--- config.mk ---
export PLATFORM = sky130hd
export DESIGN_NAME = sc_stoch_to_bin
export DESIGN_NICKNAME = d
export VERILOG_FILES = /design/src/rtl/sc_stoch_to_bin.sv
export SDC_FILE = /design/constraint.sdc
export NUM_CORES = 1
export LEC_CHECK = 0
export ABC_CLOCK_PERIOD_IN_PS = 4800
export BUFFER_PORTS_ARGS = -buffer_cell sky130_fd_sc_hd__buf_2
export CAP_MARGIN = 20
export CORE_AREA = 3 3 69 71
export CTS_BUF_LIST = sky130_fd_sc_hd__clkbuf_16
export CTS_CLUSTER_DIAMETER = 30
export CTS_CLUSTER_SIZE = 25
export DETAILED_ROUTE_END_ITERATION = 8
export DIE_AREA = 0 0 72 74
export SLEW_MARGIN = 20
export SYNTH_ARGS = -nofsm -noshare
export SYNTH_HDL_FRONTEND = slang
export SYNTH_SLANG_ARGS = --single-unit
--- constraint.sdc ---
create_clock -name clk -period 4.8 [get_ports clk]
set_input_delay 0.72 -clock clk [delete_from_list [all_inputs] [get_ports clk]]
set_output_delay 0.72 -clock clk [all_outputs]
set_load 0.005 [all_outputs]
--- src/rtl/sc_stoch_to_bin.sv ---
// Stochastic-to-binary converter: counts ones over a window of 2^WIDTH valid
// samples and presents the saturated count on a valid/ready handshake.
module sc_stoch_to_bin #(
   parameter int WIDTH = 8
) (
   input  logic             clk,
   input  logic             rst_n,
   input  logic             start,
   input  logic             clear,
   input  logic             bit_in,
   input  logic             bit_valid,
   output logic             busy,
   output logic             out_valid,
   input  logic             out_ready,
   output logic [WIDTH-1:0] out_value
);

   typedef enum logic [1:0] {S_IDLE, S_RUN, S_DONE} state_t;

   localparam logic [WIDTH:0] LAST_IDX = {1'b0, {WIDTH{1'b1}}};
   localparam logic [WIDTH:0] ONE      = {{WIDTH{1'b0}}, 1'b1};

   state_t           r_state;
   state_t           w_state_nxt;
   logic [WIDTH:0]   r_ones;
   logic [WIDTH:0]   r_cnt;
   logic [WIDTH-1:0] r_value;
   logic [WIDTH:0]   w_ones_inc;
   logic             w_take;
   logic             w_last;
   logic             w_hs;
   logic             w_restart;

   // A full window of ones yields N, one past the largest WIDTH-bit code.
   function automatic logic [WIDTH-1:0] sat_count(input logic [WIDTH:0] c);
      if (c[WIDTH]) return '1;
      else          return c[WIDTH-1:0];
   endfunction

   assign w_take     = (r_state == S_RUN) && bit_valid;
   assign w_last     = w_take && (r_cnt == LAST_IDX);
   assign w_hs       = (r_state == S_DONE) && out_ready;
   assign w_restart  = start && ((r_state == S_IDLE) || w_hs);
   assign w_ones_inc = r_ones + {{WIDTH{1'b0}}, bit_in};

   always_ff @(posedge clk or negedge rst_n) begin
      if (!rst_n) r_state <= S_IDLE;
      else        r_state <= w_state_nxt;
   end

   always_comb begin
      w_state_nxt = r_state;
      if (clear) begin
         w_state_nxt = S_IDLE;
      end else begin
         case (r_state)
            S_IDLE:  if (start)  w_state_nxt = S_RUN;
            S_RUN:   if (w_last) w_state_nxt = S_DONE;
            S_DONE:  if (w_hs)   w_state_nxt = start ? S_RUN : S_IDLE;
            default: w_state_nxt = S_IDLE;
         endcase
      end
   end

   always_ff @(posedge clk or negedge rst_n) begin
      if (!rst_n) begin
         r_cnt  <= '0;
         r_ones <= '0;
      end else if (clear || w_restart) begin
         r_cnt  <= '0;
         r_ones <= '0;
      end else if (w_take) begin
         r_cnt  <= r_cnt + ONE;
         r_ones <= w_ones_inc;
      end
   end

   // Result register only moves on window completion, clear or reset.
   always_ff @(posedge clk or negedge rst_n) begin
      if (!rst_n)      r_value <= '0;
      else if (clear)  r_value <= '0;
      else if (w_last) r_value <= sat_count(w_ones_inc);
   end

   assign busy      = (r_state == S_RUN);
   assign out_valid = (r_state == S_DONE);
   assign out_value = r_value;

endmodule

**Yosys cells after proc, flatten, opt, wreduce, memory -nomap -nowiden**

Cells that the tools add are included.

- Flip-flop bits (word level): 28
- Bits of input ports: 7
- Output and inout port bits: 10
- Logic and storage cells: 35

- $add $sub $neg: 2
- Equal/unequal tests: 6
- Multiplexer cells: 13
- Reduce and logical (&&, ||, !) cells: 10

Operator list:

| operator | number |
|---|---|
| 9-bit 2-to-1 mux | 4 |
| 8-bit 2-to-1 mux | 3 |
| 9-bit by 1-bit adder with 9-bit output | 1 |
| 9-bit by 1-bit adder with 9-bit output (second input constant) | 1 |
| 9-bit by 8-bit == test with 1-bit output (second input constant) | 1 |
| 2-bit 2-to-1 mux | 4 |
| 3-bit by 2-bit != test with 1-bit output (second input constant) | 2 |
| 2-bit one-hot mux with 3 select lines | 1 |
| 1-bit logical AND | 4 |
| 2-bit nonzero test | 2 |
| 3-bit != test (second input constant) | 1 |
| 3-bit AND reduction | 1 |
| 2-bit by 1-bit == test with 1-bit output (second input constant) | 1 |
| 2-bit == test (second input constant) | 1 |
| 2-bit logical NOT | 1 |
| 1-bit logical OR | 2 |
| 1-bit 2-to-1 mux | 1 |

**Logic depth before layout (Yosys ltp)**

Gate-level depths: netlist of the first run.

- Depth after elaboration: 6
- Depth in mapped cells: 9
- Gate-level depth less buffers: 7

**Worst setup path after synthesis of the first run**

OpenSTA, ideal clock, no wires.

- Kind: in2reg
- Start: input port bit_in
- End: register r_value[0] (netlist: out_value[0])
- Library setup time: 88 ps
- Arrival: 2053 ps
- Data required time: 4712 ps
- Setup slack: 2659 ps
- Cell stages on the path: 7
- Buffers on the path: 1
- Cell sequence: ha_1 ha_1 nand4_2 or3_1 and3_1 buf_6 a211oi_2

- Longest elaborated chain between the ends: 4

Ends and longest elaborated chain:

| element | line | source |
|---|---|---|
| start, declared | 10 | `input logic bit_in,` |
| 9-bit by 1-bit adder with 9-bit output | 44 | `assign w_ones_inc = r_ones + {{WIDTH{1'b0}}, bit_in};` |
| 8-bit 2-to-1 mux | 36 | `if (c[WIDTH]) return '1;` |
| 8-bit 2-to-1 mux | 82 | `else if (w_last) r_value <= sat_count(w_ones_inc);` |
| 8-bit 2-to-1 mux | 81 | `else if (clear) r_value <= '0;` |
| end signal, assigned | 82 |  |
| end, declared | 27 | `logic [WIDTH-1:0] r_value;` |

No other way between the ends. The select of a mux whose other input is x is not followed.
A chain may end at the register's enable or synchronous reset.

**Worst setup path after layout of the first run**

- Start: register r_cnt[0]
- End: register r_value[6] (netlist: out_value[6])

- Longest elaborated chain between the ends: 3

Ends and longest elaborated chain:

| element | line | source |
|---|---|---|
| start, declared | 26 | `logic [WIDTH:0] r_cnt;` |
| start signal, assigned | 73 | `r_cnt <= r_cnt + ONE;` |
| 9-bit by 8-bit == test with 1-bit output | 41 | `assign w_last = w_take && (r_cnt == LAST_IDX);` |
| 1-bit logical AND | 41 |  |
| 2-bit nonzero test (no line) | n/a |  |

No other way between the ends.

==> results of run 1 <==
## synthesized netlist by cell type, drive strengths merged
cell	instances
nand2b	1
nor4	1
nor3	5
buf	3
inv	5
dfrtp	28
clkbuf	5
o21ai	1
nor2	29
nor2b	2
a211oi	9
a211o	1
xnor2	12
xor2	8
nand4	4
and3	3
nand2	14
nand3	6
and4	1
a21oi	5
nand3b	1
or3	1
ha	4
and3b	1
## cell type report
| cell class | instances | area share |
|---|---|---|
| clock inverters | 1 | 0.00229 |
| repair buffers | 16 | 0.0489 |
| well taps | 52 | 0.0397 |
| inverters | 5 | 0.0115 |
| flip-flops and latches | 28 | 0.427 |
| multi-input cells | 109 | 0.424 |
| clock buffers | 3 | 0.0458 |
## worst max-delay path, delay by kind of cell, from the launching register on
kind                     cells  cell delay [ps]
adder cells (fa/ha/maj)      2              390
AO/OA/AOI/OAI                1              130
flip-flops                   1              390
AND/OR/NAND/NOR              4             1080
## registers in the layout, indices dropped and copies added (netlist names)
signal and count:
r_ones 9, out_value 8, r_state 2, r_cnt 9
## how the worst max path moves through the flow
stage | from | endpoint
5_1_grt | r_cnt[0]$_DFFE_PN0P_ | out_value[3]$_DFFE_PN0P_
3_3_place_gp | bit_in | out_value[1]$_DFFE_PN0P_
4_1_cts | r_cnt[0]$_DFFE_PN0P_ | out_value[6]$_DFFE_PN0P_
3_5_place_dp | bit_in | out_value[0]$_DFFE_PN0P_
6_report | r_cnt[0]$_DFFE_PN0P_ | out_value[6]$_DFFE_PN0P_
2_1_floorplan | bit_in | out_value[0]$_DFFE_PN0P_
## metal layers
metal / share of wire / global-route usage
met5: 0 / 0
met4: 0.0088 / 0.0251
met3: 0.031 / 0.0284
met2: 0.42 / 0.174
met1: 0.54 / 0.181
## kinds of logic after synthesis
logic type | share of synthesized area
flip-flops | 0.482
AND/OR/NAND/NOR | 0.223
XOR/XNOR | 0.120
AO/OA/AOI/OAI | 0.101
adder cells (fa/ha/maj) | 0.0344
buffers and inverters | 0.0404
## power by group
group | total, mW | internal [mW] | switching (mW) | leakage (nW)
combinational | 0.0231 | 0.00586 | 0.0173 | 0.275
clock | 0.190 | 0.112 | 0.0782 | 0.0385
sequential | 0.239 | 0.237 | 0.00144 | 0.390
## through the flow
stage / cells / setup slack, ps / util / hold WS, ps / power [mW]
after floorplan: 150 / 2660 / - / 424 / 0.256
after global placement: 210 / 2460 / 0.363 / 520 / 0.267
after detailed placement: 210 / 2410 / 0.363 / 522 / 0.267
after CTS: 214 / 2620 / 0.382 / 494 / 0.459
after global routing: 214 / 2460 / 0.382 / 522 / 0.473
final: 214 / 2670 / 0.382 / 468 / 0.452
==> qor.csv, run 1 <==
stage;metric;value;unit
clock_tree;root_buffer;clkbuf_16;
sta;max_slew_margin;0.524;
floorplanning;die_y;74;microns
worst_setup_path;arrival;2250;ps
sta;rsz0062_at_grt;false;
sta;finalSetupTns;0;ps
logic_synthesis;synth_area_leader_cell;dfrtp_1;
worst_setup_path;cp_slowest_cell;and3_1;
clock_tree;cts-htree-levels;1;
detailed_routing;drcViolationCount;0;
clock_tree;cts_buffers;3;
floorplanning;rows;24;
worst_setup_path;worst-path-max-fanout;10;
worst_setup_path;r2r_end;out_value[6]$_DFFE_PN0P_;
place;place.gp.congestion;0.700;
detailed_routing;vias;1018;
logic_synthesis;synthTopCellsByArea;dfrtp_1 (48%), nor2_1 (7.5%), xnor2_1 (7.2%);
logic_synthesis;ys_ff_latch;28;
sta;worst_pin_slew;714;ps
clock_tree;postCtsHoldBufs;0;
cells_and_area;layout_commonest_cell;nor2_1;
place;dpl.hpwl;1870;microns
grt;first_global_vias;1007;
detailed_routing;viasPerCell;4.76;
sta;finalMaxSlewViolations;0;
worst_setup_path;crit_path_start_kind;flip-flop;
clock_tree;clockBufferDepth;2;
worst_setup_path;timing.rr.start;r_cnt[0]$_DFFE_PN0P_;
logic_synthesis;synth_area_per_cell;9.70;sq um
logic_synthesis;syn_inst;150;
min_path;min_path_type;in2async;
worst_setup_path;r2r_setup_slack;2670;ps
sta;finalSetupViolCount;0;
cells_and_area;layout.nets;174;
grt;grt_overflow_total;0;
grt;grt_max_degree;29;
logic_synthesis;syn-num-nets;161;
cells_and_area;seq_area;701;sq um
grt;track_usage;0.120;
cells_and_area;area_growth;12.6;%
logic_synthesis;synth_top_area_share;0.482;
pwr;p_per_area;276;nW/um^2
grt;antenna_found_initial;0;
sta;finalClockSkew;4.40;ps
floorplanning;start_util;0.339;
detailed_routing;firstDrtPassIters;4;
cells_and_area;antenna_cells;0;
clock_tree;post_cts_resized;0;
worst_setup_path;path_class;reg2reg;
cells_and_area;final_area;1640;sq um
pwr;leakagePower;0.704;nW
logic_synthesis;ys_warn_count;0;
logic_synthesis;synthDistinctLibCells;29;
clock_tree;cts.clk_slew.worst_paths;70;ps
grt;grt_pass1_wl;5070;microns
place;place_area;1560;sq um
place;port_buffers;16;
cells_and_area;fillers;443;
floorplanning;dieArea;5330;sq um
status;status;finished clean;
logic_synthesis;ys_seq_area_frac;0.482;
sta;min_period_over_period;0.443;
detailed_routing;antenna_left;0;
clock_tree;cts_setup_buffers;0;
worst_setup_path;crit_required;4930;ps
cells_and_area;multi_input_area;696;sq um
floorplanning;core_area;4290;sq um
sta;finalHoldViolCount;0;
detailed_routing;avgRoutedWirePerCell;12.8;microns
detailed_routing;drtIter0Drc;76;
clock_tree;cts_tree;yes;
job;cap_violations;0;
cells_and_area;final_cell_mix;nor2_1 (29), dfrtp_1 (28), buf_2 (16);
detailed_routing;routed_wl;2740;microns
worst_setup_path;slowest_delay;500;ps
floorplanning;die-width;72;microns
clock_tree;insertion_delay;260;ps
sta;fin_crit;2130;ps
pwr;ir_worst_vdd;0.163;mV
worst_setup_path;end_kind;flip-flop;
worst_setup_path;rr_worst_depth;7;
clock_tree;cts_sinks;28;
sta;max_freq;0.470;GHz
cells_and_area;drive_gt1_frac;0.179;
floorplanning;pin_count;17;
worst_setup_path;cp_cell_sequence;ha_1 -> nand3_1 -> nor2_1 -> ha_1 -> and3_1 -> and3_1 -> a211oi_2;
logic_synthesis;netlist_area;1460;sq um
No activity file was read; power rests on OpenSTA's default activity.
==> run 2, diff against run 1 <==
ABC_CLOCK_PERIOD_IN_PS = 1850   (was 4800)
clock period = 1.85 ns   (was 4.8 ns; I/O delays follow)
==> run 2 against run 1 <==
Net effect:
- sequential power grew to 2.6 times the previous value
- worst hold slack got worse by 430 ps
- cell area up 4.0%
- critical path type unchanged
- critical endpoint is now out_value[1]$_DFFE_PN0P_
==> qor.csv, run 2 (same netlist as run 1, synthesis figures left out) <==
stage;metric;value;unit
floorplanning;rows;24;
worst_setup_path;critical_path.endpoint;out_value[1]$_DFFE_PN0P_;
detailed_routing;antenna_left;0;
cells_and_area;drive_gt1_frac;0.224;
detailed_routing;viasPerCell;4.86;
worst_setup_path;path_class;reg2reg;
grt;grt.busiest_layer;met2;
grt;grtUsageMet1;0.164;
cells_and_area;stdcell_count;222;
cells_and_area;final_cell_mix;nor2_1 (29), dfrtp_1 (28), buf_2 (16);
worst_setup_path;worst-path-max-fanout;8;
grt;antenna_found_initial;0;
clock_tree;cts.clk_slew.worst_paths;70;ps
floorplanning;start_util;0.339;
pwr;p_per_area;689;nW/um^2
worst_setup_path;crit_path_start_kind;flip-flop;
cells_and_area;final_area;1700;sq um
sta;holdWs;32.8;ps
clock_tree;cts_buffers;3;
worst_setup_path;slowest_delay;360;ps
worst_setup_path;arrival;1880;ps
detailed_routing;vias;1079;
clock_tree;cts_tree;yes;
sta;finalMaxSlewViolations;0;
pwr;leakagePower;0.742;nW
sta;max_slew_margin;0.574;
min_path;min_path_type;in2async;
clock_tree;insertion_delay;260;ps
pwr;swShare;0.212;
sta;min_period_over_period;0.921;
worst_setup_path;r2r_setup_slack;150;ps
grt;track_usage;0.121;
pwr;power;1.17;mW
detailed_routing;firstDrtPassIters;6;
grt;grt_util_met3;0.0284;
clock_tree;cts_sinks;28;
worst_setup_path;cp_slowest_cell;or3_1;
worst_setup_path;timing.rr.start;r_ones[0]$_DFFE_PN0P_;
worst_setup_path;end_kind;flip-flop;
place;dpl.hpwl;1970;microns
sta;max_freq;0.587;GHz
grt;first_global_vias;1087;
place;port_buffers;16;
sta;worst_slack;146;ps
job;cap_violations;0;
floorplanning;dieArea;5330;sq um
floorplanning;pin_count;17;
sta;rsz0062_at_grt;false;
pwr;pwr-share-clk;0.417;
sta;fin_crit;1700;ps
cells_and_area;layout.nets;182;
cells_and_area;area_growth;17.1;%
place;place.gp.congestion;0.735;
cells_and_area;antenna_cells;0;
clock_tree;cts-htree-levels;1;
clock_tree;root_buffer;clkbuf_16;
pwr;pwr-share-seq;0.528;
place;dp_slack;-3.19;ps
pwr;intPower;0.925;mW
grt;grt_max_degree;29;
sta;finalHoldViolCount;0;
pwr;ir_worst_vdd;0.510;mV
worst_setup_path;crit_required;2020;ps
clock_tree;postCtsHoldBufs;0;
worst_setup_path;cp_cell_sequence;ha_1 -> ha_1 -> nand4_2 -> or3_1 -> and3_4 -> a211oi_2;
pwr;switchingPower;0.249;mW
floorplanning;core_area;4290;sq um
detailed_routing;drtIter0Drc;42;
floorplanning;die_y;74;microns
sta;finalSetupViolCount;0;
sta;worst_pin_slew;639;ps
pwr;combinationalPowerShare;0.055;
clock_tree;clockBufferDepth;2;
status;status;finished clean;
detailed_routing;drcViolationCount;0;
detailed_routing;routed_wl;2770;microns
place;place_area;1620;sq um
floorplanning;die-width;72;microns
grt;grt_overflow_total;0;
worst_setup_path;rr_worst_depth;6;
grt;grt_pass1_wl;5110;microns
cells_and_area;layout_commonest_cell;nor2_1;
worst_setup_path;cp.depth;6;
place;dpl.cell_count;218;
worst_setup_path;crit_start;r_ones[0]$_DFFE_PN0P_;
worst_setup_path;critPathTopFamily;simple AND/OR/NAND/NOR gates;
worst_setup_path;crit_top_cell;ha_1;
worst_setup_path;crit_buf_inv;0;
detailed_routing;avgRoutedWirePerCell;12.5;microns
worst_setup_path;r2r_end;out_value[1]$_DFFE_PN0P_;
grt;use_met2;0.202;
sta;finalClockSkew;6.74;ps
==> run 2: layout make-up <==
type	instances	area [sq um]
clock inverter	1	3.75
tap	52	65.1
sequential	28	701
clock buffer	3	75.1
timing repair buffer	24	140
multi-input combinational	109	701
fill	429	2590
inverter	5	18.8
==> run 2: stage by stage <==
step | util | TNS [ps]
finish | 0.397 | 0
global route | 0.397 | 0
CTS | 0.396 | 0
detailed placement | 0.377 | -5.82
global placement | 0.377 | 0
floorplan | - | 0
==> run 2: layer usage <==
metal	part of all wire	up-vias
met3	0.026	2
met2	0.46	11
li1	-	546
met1	0.50	520
met5	0	-
met4	0.0069	0
==> run 2: worst register-to-register path, stage by stage (launching register included) <==
cell and delay (ps):
dfrtp_1 340, ha_1 170, ha_1 180, nand4_2 120, or3_1 360, and3_4 220, a211oi_2 220
==> run 2: worst min-delay path by stage <==
stage / start / endpoint / slack [ps] / cells after the start
final: rst_n / out_value[7]$_DFFE_PN0P_ / 30 / 1
after global routing: rst_n / out_value[7]$_DFFE_PN0P_ / 90 / 1
after CTS: rst_n / out_value[7]$_DFFE_PN0P_ / 60 / 1
after detailed placement: rst_n / out_value[7]$_DFFE_PN0P_ / 340 / 1
after global placement: rst_n / out_value[3]$_DFFE_PN0P_ / 340 / 1
after floorplan: rst_n / out_value[0]$_DFFE_PN0P_ / -20 / 0
==> run 2: repair_timing <==
item | CTS | global route
endpoints found under the hold margin | 0 | 0
resized for setup | 0 | 2
setup endpoints to repair | 0 | 8
buffers inserted | 0 | 0
==> run 2: power groups by stage <==
stage	logic [mW]	registers [mW]	clock network, mW
final	0.0651	0.619	0.490
after CTS	0.0676	0.619	0.504
after global routing	0.0758	0.620	0.519
after global placement	0.0675	0.631	0
after detailed placement	0.0674	0.631	0
after floorplan	0.0341	0.631	0
==> run 3, diff against run 2 <==
ABC_AREA = 1   (was not set)
CORE_AREA = 3 3 70 72   (was 3 3 69 71)
DIE_AREA = 0 0 73 75   (was 0 0 72 74)
SETUP_SLACK_MARGIN = 0.15   (was not set)
==> run 3 against run 2 <==
Net effect:
- first-iteration DRC count rose by 60%
- area after synthesis up 4.6%
- sequential share of layout area is 2.7 points lower
- cell area is 6.9% higher
- clock skew about the same
- global-route usage up 0.38 points
- routed wire length rose by 13%
==> qor.csv, run 3 <==
stage;metric;value;unit
logic_synthesis;synth_area_per_cell;7.93;sq um
status;status;finished clean;
clock_tree;cts.clk_slew.worst_paths;70;ps
worst_setup_path;slowest_delay;380;ps
sta;finalSetupViolCount;0;
pwr;power;1.39;mW
detailed_routing;vias;1256;
pwr;switchingPower;0.302;mW
clock_tree;cts_buffers;3;
detailed_routing;avgRoutedWirePerCell;11.9;microns
worst_setup_path;worst-path-max-fanout;8;
pwr;pwr-share-seq;0.457;
clock_tree;postCtsHoldBufs;0;
logic_synthesis;synthFlopType;dfrtp_1;
cells_and_area;area_growth;19.6;%
detailed_routing;routed_wl;3130;microns
grt;grt_util_met3;0.0280;
worst_setup_path;crit_buf_inv;1;
sta;worst_slack;185;ps
logic_synthesis;synth_area_leader_cell;dfrtp_1;
sta;fin_crit;1660;ps
grt;grt_max_degree;29;
job;cap_violations;0;
clock_tree;cts_sinks;28;
clock_tree;cts_tree;yes;
clock_tree;insertion_delay;260;ps
grt;use_met2;0.214;
cells_and_area;final_area;1820;sq um
pwr;combinationalPowerShare;0.086;
cells_and_area;final_cell_mix;nand2_1 (56), dfrtp_1 (28), inv_1 (17);
logic_synthesis;netlist_area;1520;sq um
logic_synthesis;ys_warn_count;0;
pwr;swShare;0.217;
sta;finalSetupTns;0;ps
detailed_routing;firstDrtPassIters;4;
grt;grt.busiest_layer;met2;
clock_tree;cts-htree-levels;1;
sta;finalClockSkew;6.97;ps
grt;first_global_vias;1205;
cells_and_area;antenna_cells;0;
floorplanning;die-width;73;microns
floorplanning;pin_count;17;
place;place_area;1640;sq um
cells_and_area;drive_gt1_frac;0.245;
place;dpl.hpwl;2160;microns
logic_synthesis;synthArstFlopShare;1.00;
sta;max_freq;0.601;GHz
floorplanning;start_util;0.350;
pwr;ir_worst_vdd;0.782;mV
sta;finalHoldViolCount;0;
logic_synthesis;synth.most_common_cell;nand2_1;
min_path;min_path_type;in2async;
worst_setup_path;critPathTopFamily;simple AND/OR/NAND/NOR gates;
sta;finalMaxSlewViolations;0;
worst_setup_path;path_class;reg2reg;
logic_synthesis;syn-num-nets;203;
sta;rsz0062_at_grt;true;
logic_synthesis;ys_seq_area_frac;0.460;
pwr;pwr-share-clk;0.457;
grt;track_usage;0.125;
sta;worst_pin_slew;633;ps
logic_synthesis;ys_ff_latch;28;
clock_tree;clockBufferDepth;2;
detailed_routing;antenna_left;0;
detailed_routing;drtIter0Drc;67;
grt;grtUsageMet1;0.160;
worst_setup_path;end_kind;flip-flop;
clock_tree;root_buffer;clkbuf_16;
logic_synthesis;synth_edf_count;0;
detailed_routing;viasPerCell;4.76;
sta;max_slew_margin;0.578;
worst_setup_path;arrival;1820;ps
place;port_buffers;16;
detailed_routing;drcViolationCount;0;
floorplanning;core_area;4350;sq um
place;dpl.cell_count;257;
grt;grt_overflow_total;0;
logic_synthesis;synthTopCellsByArea;dfrtp_1 (46%), nand2_1 (15%), a21oi_1 (4.9%);
grt;grt_pass1_wl;5390;microns
worst_setup_path;crit_required;2000;ps
worst_setup_path;cp_slowest_cell;dfrtp_1;
pwr;p_per_area;764;nW/um^2
cells_and_area;layout.nets;224;
place;dp_slack;169;ps
cells_and_area;stdcell_count;264;
place;place.gp.congestion;0.819;
floorplanning;rows;24;
cells_and_area;postLayoutCoreUtil;0.418;
pwr;leakagePower;0.949;nW
logic_synthesis;synth_top_area_share;0.460;
cells_and_area;layout_commonest_cell;nand2_1;
sta;min_period_over_period;0.900;
floorplanning;die_y;75;microns
logic_synthesis;syn_inst;192;
floorplanning;dieArea;5480;sq um
logic_synthesis;synthDistinctLibCells;24;
logic_synthesis;ys_top_cells_by_count;nand2_1 (60), dfrtp_1 (28), inv_1 (18);
grt;antenna_found_initial;0;
sta;holdWs;28.8;ps
pwr;intPower;1.09;mW
worst_setup_path;crit_path_start_kind;flip-flop;
worst_setup_path;cp_cell_sequence;ha_2 -> nand3_4 -> nor2_4 -> nand2_1 -> nor2_1 -> ha_2 -> nand2_4 -> nand2_4 -> inv_6 -> nand2_2 -> nand2_1;
## run 3: cell types whose count changed after synthesis, moves of 6 or more
cell,before,now
xnor2_1,12,0
nor2_1,29,14
o21ai_1,0,6
nand2_1,14,60
inv_1,5,18
o21ai_0,1,10
a211oi_2,8,0
a21oi_1,5,15
inv_2,0,6
## run 3: power groups by stage
stage,sequential (mW),clock (mW),combinational [mW]
final,0.636,0.636,0.120
after floorplan,0.646,0,0.0806
after CTS,0.635,0.660,0.116
after detailed placement,0.647,0,0.116
after global placement,0.647,0,0.115
after global routing,0.637,0.682,0.139
## run 3: worst reg2reg max path: stages (launching register included)
cell     delay, ps
dfrtp_1        380
ha_2           230
nand3_4         90
nor2_4         130
nand2_1         50
nor2_1         120
ha_2           200
nand2_4        100
nand2_4        110
inv_6           50
nand2_2         50
nand2_1         50
## run 3: layer usage
layer,vias to the layer above,part of all wire,routed length (microns)
met2,13,0.48,1520
met4,0,0.0061,19
met1,582,0.48,1510
met3,2,0.027,83
met5,-,0,0
li1,659,-,-
## run 3: area by class of cell
type / count / area [sq um]
Clock buffer: 3 / 75.1
Multi-Input combinational cell: 137 / 754
Fill cell: 436 / 2530
Clock inverter: 1 / 30.0
Timing Repair Buffer: 18 / 95.1
Inverter: 25 / 101
Tap cell: 52 / 65.1
Sequential cell: 28 / 701
## run 3: path summary, 6_finish.rpt
path                       slack (ps)                     start                  endpoint  cells past startpoint
min                                30                     rst_n  out_value[7]$_DFFE_PN0P_                      1
max                               190      r_cnt[1]$_DFFE_PN0P_  out_value[2]$_DFFE_PN0P_                     11
max in group asynchronous        1410                     rst_n     r_ones[4]$_DFFE_PN0P_                      1
min in group clk                  330                 out_ready    r_state[1]$_DFFE_PN0P_                      3
max reg2reg                       190      r_cnt[1]$_DFFE_PN0P_  out_value[2]$_DFFE_PN0P_                     11
min reg2reg                       470  out_value[7]$_DFFE_PN0P_  out_value[7]$_DFFE_PN0P_                      2
## run 3: repair_timing
item	4_1_cts	5_1_grt
endpoints found under the setup margin	0	11
gates resized for setup	0	16
buffers inserted	0	2
## run 3: cells by family (layout without fill, tap and decap cells)
kind of cell | Yosys count | count (layout) | share of synthesized area
and+or+nand+nor | 95 | 96 | 0.291
DFF | 28 | 28 | 0.460
buffers and inverters | 28 | 47 | 0.0813
AOI/OAI and AO/OA | 34 | 34 | 0.118
adders and majority gates | 4 | 4 | 0.0329
xor gates and xnor gates | 3 | 3 | 0.0173
